[src/rtl/lsu_wb.sv]
// Load/store unit with a single-outstanding Wishbone-style bus port.
//
// Accepts one instruction per cycle from EX. Non-memory instructions are
// written back with one cycle of latency. Aligned loads and stores move to
// the BUS state, where the access is held on the bus until ack or timeout.
// Misaligned accesses raise exc_align and never reach the bus.
// Byte order is big-endian: byte offset 0 is bits 31:24.
//
// Ports
//   clk, rst           clock, asynchronous active-low reset
//   ex_*               instruction from EX (valid, wreg, wd, wdata, memop,
//                      mem_addr, store_data)
//   bus_req/we/addr/sel/wdata   bus request (held stable while in BUS)
//   bus_ack, bus_rdata          bus response (ack ignored outside BUS)
//   stall_req          combinational hold for EX/upstream
//   wb_we/waddr/wdata  register-file write port
//   exc_align, bus_err one-cycle pulses for misalignment and bus timeout
module lsu_wb #(
  parameter int unsigned TIMEOUT = 255
) (
  input  logic        clk,
  input  logic        rst,
  input  logic        ex_valid,
  input  logic        ex_wreg,
  input  logic [4:0]  ex_wd,
  input  logic [31:0] ex_wdata,
  input  logic [3:0]  ex_memop,
  input  logic [31:0] ex_mem_addr,
  input  logic [31:0] ex_store_data,
  output logic        bus_req,
  output logic        bus_we,
  output logic [31:0] bus_addr,
  output logic [3:0]  bus_sel,
  output logic [31:0] bus_wdata,
  input  logic        bus_ack,
  input  logic [31:0] bus_rdata,
  output logic        stall_req,
  output logic        wb_we,
  output logic [4:0]  wb_waddr,
  output logic [31:0] wb_wdata,
  output logic        exc_align,
  output logic        bus_err
);

  localparam logic [3:0] OpLb  = 4'd1;
  localparam logic [3:0] OpLbu = 4'd2;
  localparam logic [3:0] OpLh  = 4'd3;
  localparam logic [3:0] OpLhu = 4'd4;
  localparam logic [3:0] OpLw  = 4'd5;
  localparam logic [3:0] OpSb  = 4'd6;
  localparam logic [3:0] OpSh  = 4'd7;
  localparam logic [3:0] OpSw  = 4'd8;

  // Counter value seen in the last permitted BUS cycle.
  localparam logic [7:0] CntLast = 8'(TIMEOUT - 1);

  typedef enum logic {StIdle, StBus} state_e;

  state_e      r_state, w_state_nxt;
  logic [3:0]  r_op;
  logic [31:0] r_addr;
  logic [31:0] r_sdata;
  logic [4:0]  r_wd;
  logic [7:0]  r_cnt, w_cnt_nxt;
  logic        r_wb_we, w_wb_we_nxt;
  logic [4:0]  r_wb_waddr, w_wb_waddr_nxt;
  logic [31:0] r_wb_wdata, w_wb_wdata_nxt;
  logic        r_exc, w_exc_nxt;
  logic        r_err, w_err_nxt;
  logic        w_latch;

  logic        w_is_load, w_is_store, w_is_mem, w_aligned;
  logic        w_r_is_load, w_timeout;
  logic [7:0]  w_byte;
  logic [15:0] w_half;
  logic [31:0] w_load_val;

  // Decode of the incoming instruction.
  assign w_is_load  = (ex_memop >= OpLb) && (ex_memop <= OpLw);
  assign w_is_store = (ex_memop >= OpSb) && (ex_memop <= OpSw);
  assign w_is_mem   = w_is_load | w_is_store;

  always_comb begin
    w_aligned = 1'b1;
    case (ex_memop)
      OpLh, OpLhu, OpSh: w_aligned = ~ex_mem_addr[0];
      OpLw, OpSw:        w_aligned = (ex_mem_addr[1:0] == 2'b00);
      default:           w_aligned = 1'b1;
    endcase
  end

  assign w_r_is_load = (r_op >= OpLb) && (r_op <= OpLw);
  assign w_timeout   = (r_state == StBus) && (r_cnt == CntLast);

  // Bus request: driven from latched state so it stays stable for the access.
  assign bus_req  = (r_state == StBus);
  assign bus_addr = bus_req ? {r_addr[31:2], 2'b00} : 32'h0;

  always_comb begin
    bus_we    = 1'b0;
    bus_sel   = 4'b0000;
    bus_wdata = 32'h0;
    if (r_state == StBus) begin
      case (r_op)
        OpSb: begin
          bus_we    = 1'b1;
          bus_wdata = {4{r_sdata[7:0]}};
          bus_sel   = 4'b1000 >> r_addr[1:0];
        end
        OpSh: begin
          bus_we    = 1'b1;
          bus_wdata = {2{r_sdata[15:0]}};
          bus_sel   = r_addr[1] ? 4'b0011 : 4'b1100;
        end
        OpSw: begin
          bus_we    = 1'b1;
          bus_wdata = r_sdata;
          bus_sel   = 4'b1111;
        end
        default: bus_sel = 4'b1111;
      endcase
    end
  end

  // Lane extraction for loads (big-endian).
  always_comb begin
    case (r_addr[1:0])
      2'd0:    w_byte = bus_rdata[31:24];
      2'd1:    w_byte = bus_rdata[23:16];
      2'd2:    w_byte = bus_rdata[15:8];
      default: w_byte = bus_rdata[7:0];
    endcase
    w_half = r_addr[1] ? bus_rdata[15:0] : bus_rdata[31:16];
    case (r_op)
      OpLb:    w_load_val = {{24{w_byte[7]}}, w_byte};
      OpLbu:   w_load_val = {24'h0, w_byte};
      OpLh:    w_load_val = {{16{w_half[15]}}, w_half};
      OpLhu:   w_load_val = {16'h0, w_half};
      default: w_load_val = bus_rdata;
    endcase
  end

  // Gated by rst so the hold reads 0 while reset is asserted.
  assign stall_req = rst & (((r_state == StIdle) & ex_valid & w_is_mem & w_aligned) |
                            ((r_state == StBus) & ~bus_ack & ~w_timeout));

  // Next-state and registered-output logic.
  always_comb begin
    w_state_nxt    = r_state;
    w_cnt_nxt      = r_cnt;
    w_latch        = 1'b0;
    w_wb_we_nxt    = 1'b0;
    w_wb_waddr_nxt = r_wb_waddr;
    w_wb_wdata_nxt = r_wb_wdata;
    w_exc_nxt      = 1'b0;
    w_err_nxt      = 1'b0;
    case (r_state)
      StIdle: begin
        if (ex_valid) begin
          if (w_is_mem) begin
            if (w_aligned) begin
              w_state_nxt = StBus;
              w_cnt_nxt   = 8'd0;
              w_latch     = 1'b1;
            end else begin
              w_exc_nxt = 1'b1;
            end
          end else begin
            w_wb_we_nxt    = ex_wreg && (ex_wd != 5'd0);
            w_wb_waddr_nxt = ex_wd;
            w_wb_wdata_nxt = ex_wdata;
          end
        end
      end
      StBus: begin
        // Ack wins over a timeout in the same cycle.
        if (bus_ack) begin
          w_state_nxt = StIdle;
          if (w_r_is_load) begin
            w_wb_we_nxt    = (r_wd != 5'd0);
            w_wb_waddr_nxt = r_wd;
            w_wb_wdata_nxt = w_load_val;
          end
        end else if (w_timeout) begin
          w_state_nxt = StIdle;
          w_err_nxt   = 1'b1;
        end else begin
          w_cnt_nxt = r_cnt + 8'd1;
        end
      end
      default: w_state_nxt = StIdle;
    endcase
  end

  always_ff @(posedge clk or negedge rst) begin
    if (!rst) begin
      r_state <= StIdle;
      r_cnt   <= 8'd0;
    end else begin
      r_state <= w_state_nxt;
      r_cnt   <= w_cnt_nxt;
    end
  end

  always_ff @(posedge clk or negedge rst) begin
    if (!rst) begin
      r_op    <= 4'd0;
      r_addr  <= 32'h0;
      r_sdata <= 32'h0;
      r_wd    <= 5'd0;
    end else if (w_latch) begin
      r_op    <= ex_memop;
      r_addr  <= ex_mem_addr;
      r_sdata <= ex_store_data;
      r_wd    <= ex_wd;
    end
  end

  always_ff @(posedge clk or negedge rst) begin
    if (!rst) begin
      r_wb_we    <= 1'b0;
      r_wb_waddr <= 5'd0;
      r_wb_wdata <= 32'h0;
      r_exc      <= 1'b0;
      r_err      <= 1'b0;
    end else begin
      r_wb_we    <= w_wb_we_nxt;
      r_wb_waddr <= w_wb_waddr_nxt;
      r_wb_wdata <= w_wb_wdata_nxt;
      r_exc      <= w_exc_nxt;
      r_err      <= w_err_nxt;
    end
  end

  assign wb_we     = r_wb_we;
  assign wb_waddr  = r_wb_waddr;
  assign wb_wdata  = r_wb_wdata;
  assign exc_align = r_exc;
  assign bus_err   = r_err;

endmodule

[config.mk]
export PLATFORM = sky130hd
export DESIGN_NAME = lsu_wb
export DESIGN_NICKNAME = d
export VERILOG_FILES = /design/src/rtl/lsu_wb.sv
export SDC_FILE = /design/constraint.sdc
export NUM_CORES = 1
export LEC_CHECK = 0
export BUFFER_PORTS_ARGS = -buffer_cell sky130_fd_sc_hd__buf_4
export CORE_MARGIN = 5
export CORE_UTILIZATION = 55
export CTS_BUF_LIST = sky130_fd_sc_hd__clkbuf_4 sky130_fd_sc_hd__clkbuf_8
export DETAILED_ROUTE_END_ITERATION = 7
export PLACE_DENSITY = 0.89
export SLEW_MARGIN = 20
export SYNTH_ARGS = -nofsm -noshare
export SYNTH_HDL_FRONTEND = slang
export SYNTH_SLANG_ARGS = --single-unit
[constraint.sdc]
create_clock -name clk -period 3.93 [get_ports clk]
set_input_delay 0.786 -clock clk [delete_from_list [all_inputs] [get_ports clk]]
set_output_delay 0.786 -clock clk [all_outputs]
set_load 0.01 [all_outputs]
==> qor.yml <==
outcome: "complete, no violations"
skew_ns: 0.00922
ios: 253
synth_seq_area_share: 0.457
clkSlewWorstSetupHoldPaths_ns: 0.08
floorplan.die_area_mm2: 0.0144
grt_pass1_wl_um: 32600
synth_cells: 688
post_cts_resized: 0
vias: 6196
setup-tns-final_ns: 0
drtIter0Drc: 666
hpwl_um: 15400
dp_slack_ns: 0.962
synth.distinct_cells: 62
n_antenna_cell: 0
ys_seq_elements: 122
grt_pass1_vias: 6301
avgSynthCellArea_um2: 9.71
yosys-top-cells-area: "dfrtp_1 (46%), mux2_4 (9.4%), nand2_1 (7.0%)"
cts_setup_buffers: 0
critPathArrivalTime_ns: 2.47
areaGrowthSynthToFinish_pct: 34.9
cp_max_fo: 24
grtUsageTotal: 0.287
ys.warnings.count: 0
synth_top_area_frac: 0.457
htree_num_levels: 4
nets: 1063
yosysTopAreaCell: "dfrtp_1"
cts_tree: "yes"
clock-root-buffer: "clkbuf_8"
portBuffers: 250
worst-slew-pin-transition_ns: 1.06
crit_slowest_cell: "dfrtp_1"
post-route-cell-area_mm2: 0.00901
drive_above_1_share: 0.387
final_common_cell: "buf_4"
endpoint_kind: "output port"
layout_common_cells: "buf_4 (260), nand2_1 (125), dfrtp_1 (121)"
ant_nets: 0
initial_core_util: 0.558
fmax_mhz: 307
synth_edf_count: 0
period_share: 0.830
clock_sinks: 122
leakage_nw: 4.29
vias_per_cell: 5.74
period_minus_slack_ns: 3.26
drc: 0
power_density_mw_per_mm2: 555
fillers: 881
syn_area_mm2: 0.00668
crit_path_cell_trace: "nor2_1 > and3_1 > buf_4 > a22oi_1 > nor2_1 > buf_4"
slowest_delay_ns: 0.68
setup_viol: 0
worstSkewPairLatency_ns: 0.43
numCtsBuffers: 17
post_drt_wl_per_cell_um: 19.4
antenna_found_initial: 0
die_h_um: 120
die_w_um: 120
grt.overflow.total: 0
grt_max_degree: 77
slew_violations: 0
drt_wl_total_um: 20900
rsz0062_at_grt: "no"
dr.pass1.iters: 7
relSlewSlack: 0.295
core_mm2: 0.0120
ir_drop_uv: 293
ys_async_sr_fraction: 1.00
maxCapViolations: 0
worst_setup_path_start_kind: "register"
routabilityCongestion: 0.881
clockBufferDepth: 2
timing.final.ws_setup_ns: 0.670
dpl_cell_area_mm2: 0.00859
crit_type: "reg -> out"
hold_buffers: 0
hold_viol: 0
hold_class: "in -> async"
cp.required_ns: 3.14
rows: 40
ys.flop_type: "dfrtp_1"
[metrics by stage]
step	utilization	hold slack (ns)	power [mW]	std cells
2_1_floorplan	-	0.459	3.00	689
3_3_place_gp	0.718	0.468	3.76	1047
3_5_place_dp	0.718	0.478	3.81	1047
4_1_cts	0.753	0.486	5.01	1079
5_1_grt	0.753	0.495	5.29	1079
6_report	0.753	0.480	5.00	1079
[cells in the mapped netlist (2+ instances only)]
cell,instances
o21ai_1,33
clkbuf_1,24
nand2_1,125
o31ai_1,2
mux2i_1,16
and3_1,4
a22oi_1,8
buf_6,7
mux2_4,42
o21ai_0,25
mux2_2,8
nor2_1,48
buf_1,5
dfrtp_1,122
nor3_1,23
xnor2_1,2
nand2b_1,2
or4_1,3
a222oi_1,7
mux4_2,7
and2_1,39
ha_1,2
nand3_1,5
a21oi_1,48
or3_1,4
nand4_1,2
inv_1,6
mux2_1,5
a211oi_1,7
nand4b_1,2
buf_4,2
buf_2,12
nor3b_2,2
nor4_1,2
inv_2,2
o22ai_1,9
[sequential cells by signal, indices dropped and copies added, names as in the netlist]
register	count
r_addr	32
r_sdata	32
exc_align	1
wb_waddr	5
wb_we	1
r_cnt	8
bus_err	1
r_wd	5
bus_req	1
wb_wdata	32
r_op	4
[cells by family (layout without fill, tap and decap cells)]
logic type / after synthesis / count (layout) / synth area share
AND/OR/NAND/NOR: 268 / 268 / 0.186
AO/OA/AOI/OAI: 156 / 156 / 0.141
flip-flops: 122 / 122 / 0.457
multiplexers: 78 / 78 / 0.164
buffers and inverters: 58 / 301 / 0.0438
XOR/XNOR: 3 / 3 / 0.00393
adder cells (fa/ha/maj): 2 / 2 / 0.00375
other: 1 / 2 / 0.000561
[layer usage]
metal | share of wire | up-vias | global-route usage
li1 | - | 2879 | -
met1 | 0.40 | 2922 | 0.363
met2 | 0.48 | 358 | 0.468
met3 | 0.10 | 37 | 0.0940
met4 | 0.019 | 0 | 0.0888
met5 | 0 | - | 0
[final timing paths]
path                                                 to  slack (ns)                     from  depth (start not counted)
worst min-delay path             r_addr[15]$_DFFE_PN0P_        0.48                      rst                          2
max in group asynchronous             bus_req$_DFF_PN0_        2.65                      rst                          2
min in group clk                wb_waddr[0]$_DFFE_PN0P_        0.50  wb_waddr[0]$_DFFE_PN0P_                          2
worst max-delay path                      bus_wdata[20]        0.67      r_op[0]$_DFFE_PN0P_                          6
worst max register to register   r_addr[16]$_DFFE_PN0P_        1.14        bus_req$_DFF_PN0_                          5
worst min register to register  wb_waddr[0]$_DFFE_PN0P_        0.50  wb_waddr[0]$_DFFE_PN0P_                          2
[power by group]
part | internal, mW | switching [mW]
Sequential | 1.64 | 0.369
Combinational | 0.945 | 0.851
Clock | 0.640 | 0.554
Total | 3.23 | 1.77
[cell type report]
type                       count  area (µm²)  area share
sequential                   122        3050       0.339
tap                          147         184      0.0204
clock inverter                15         188      0.0208
clock buffer                  17         234      0.0260
inverter                       8        30.0     0.00333
multi-input combinational    509        3350       0.372
timing repair buffer         261        1970       0.219
[worst max-delay path: cells and delay by family (launching register included)]
| kind | cells | cell delay, ns |
|---|---|---|
| flops | 1 | 0.68 |
| compound gates | 1 | 0.10 |
| buf+inv | 2 | 0.45 |
| simple gates | 3 | 0.81 |
No activity file was read; power rests on OpenSTA's default activity.
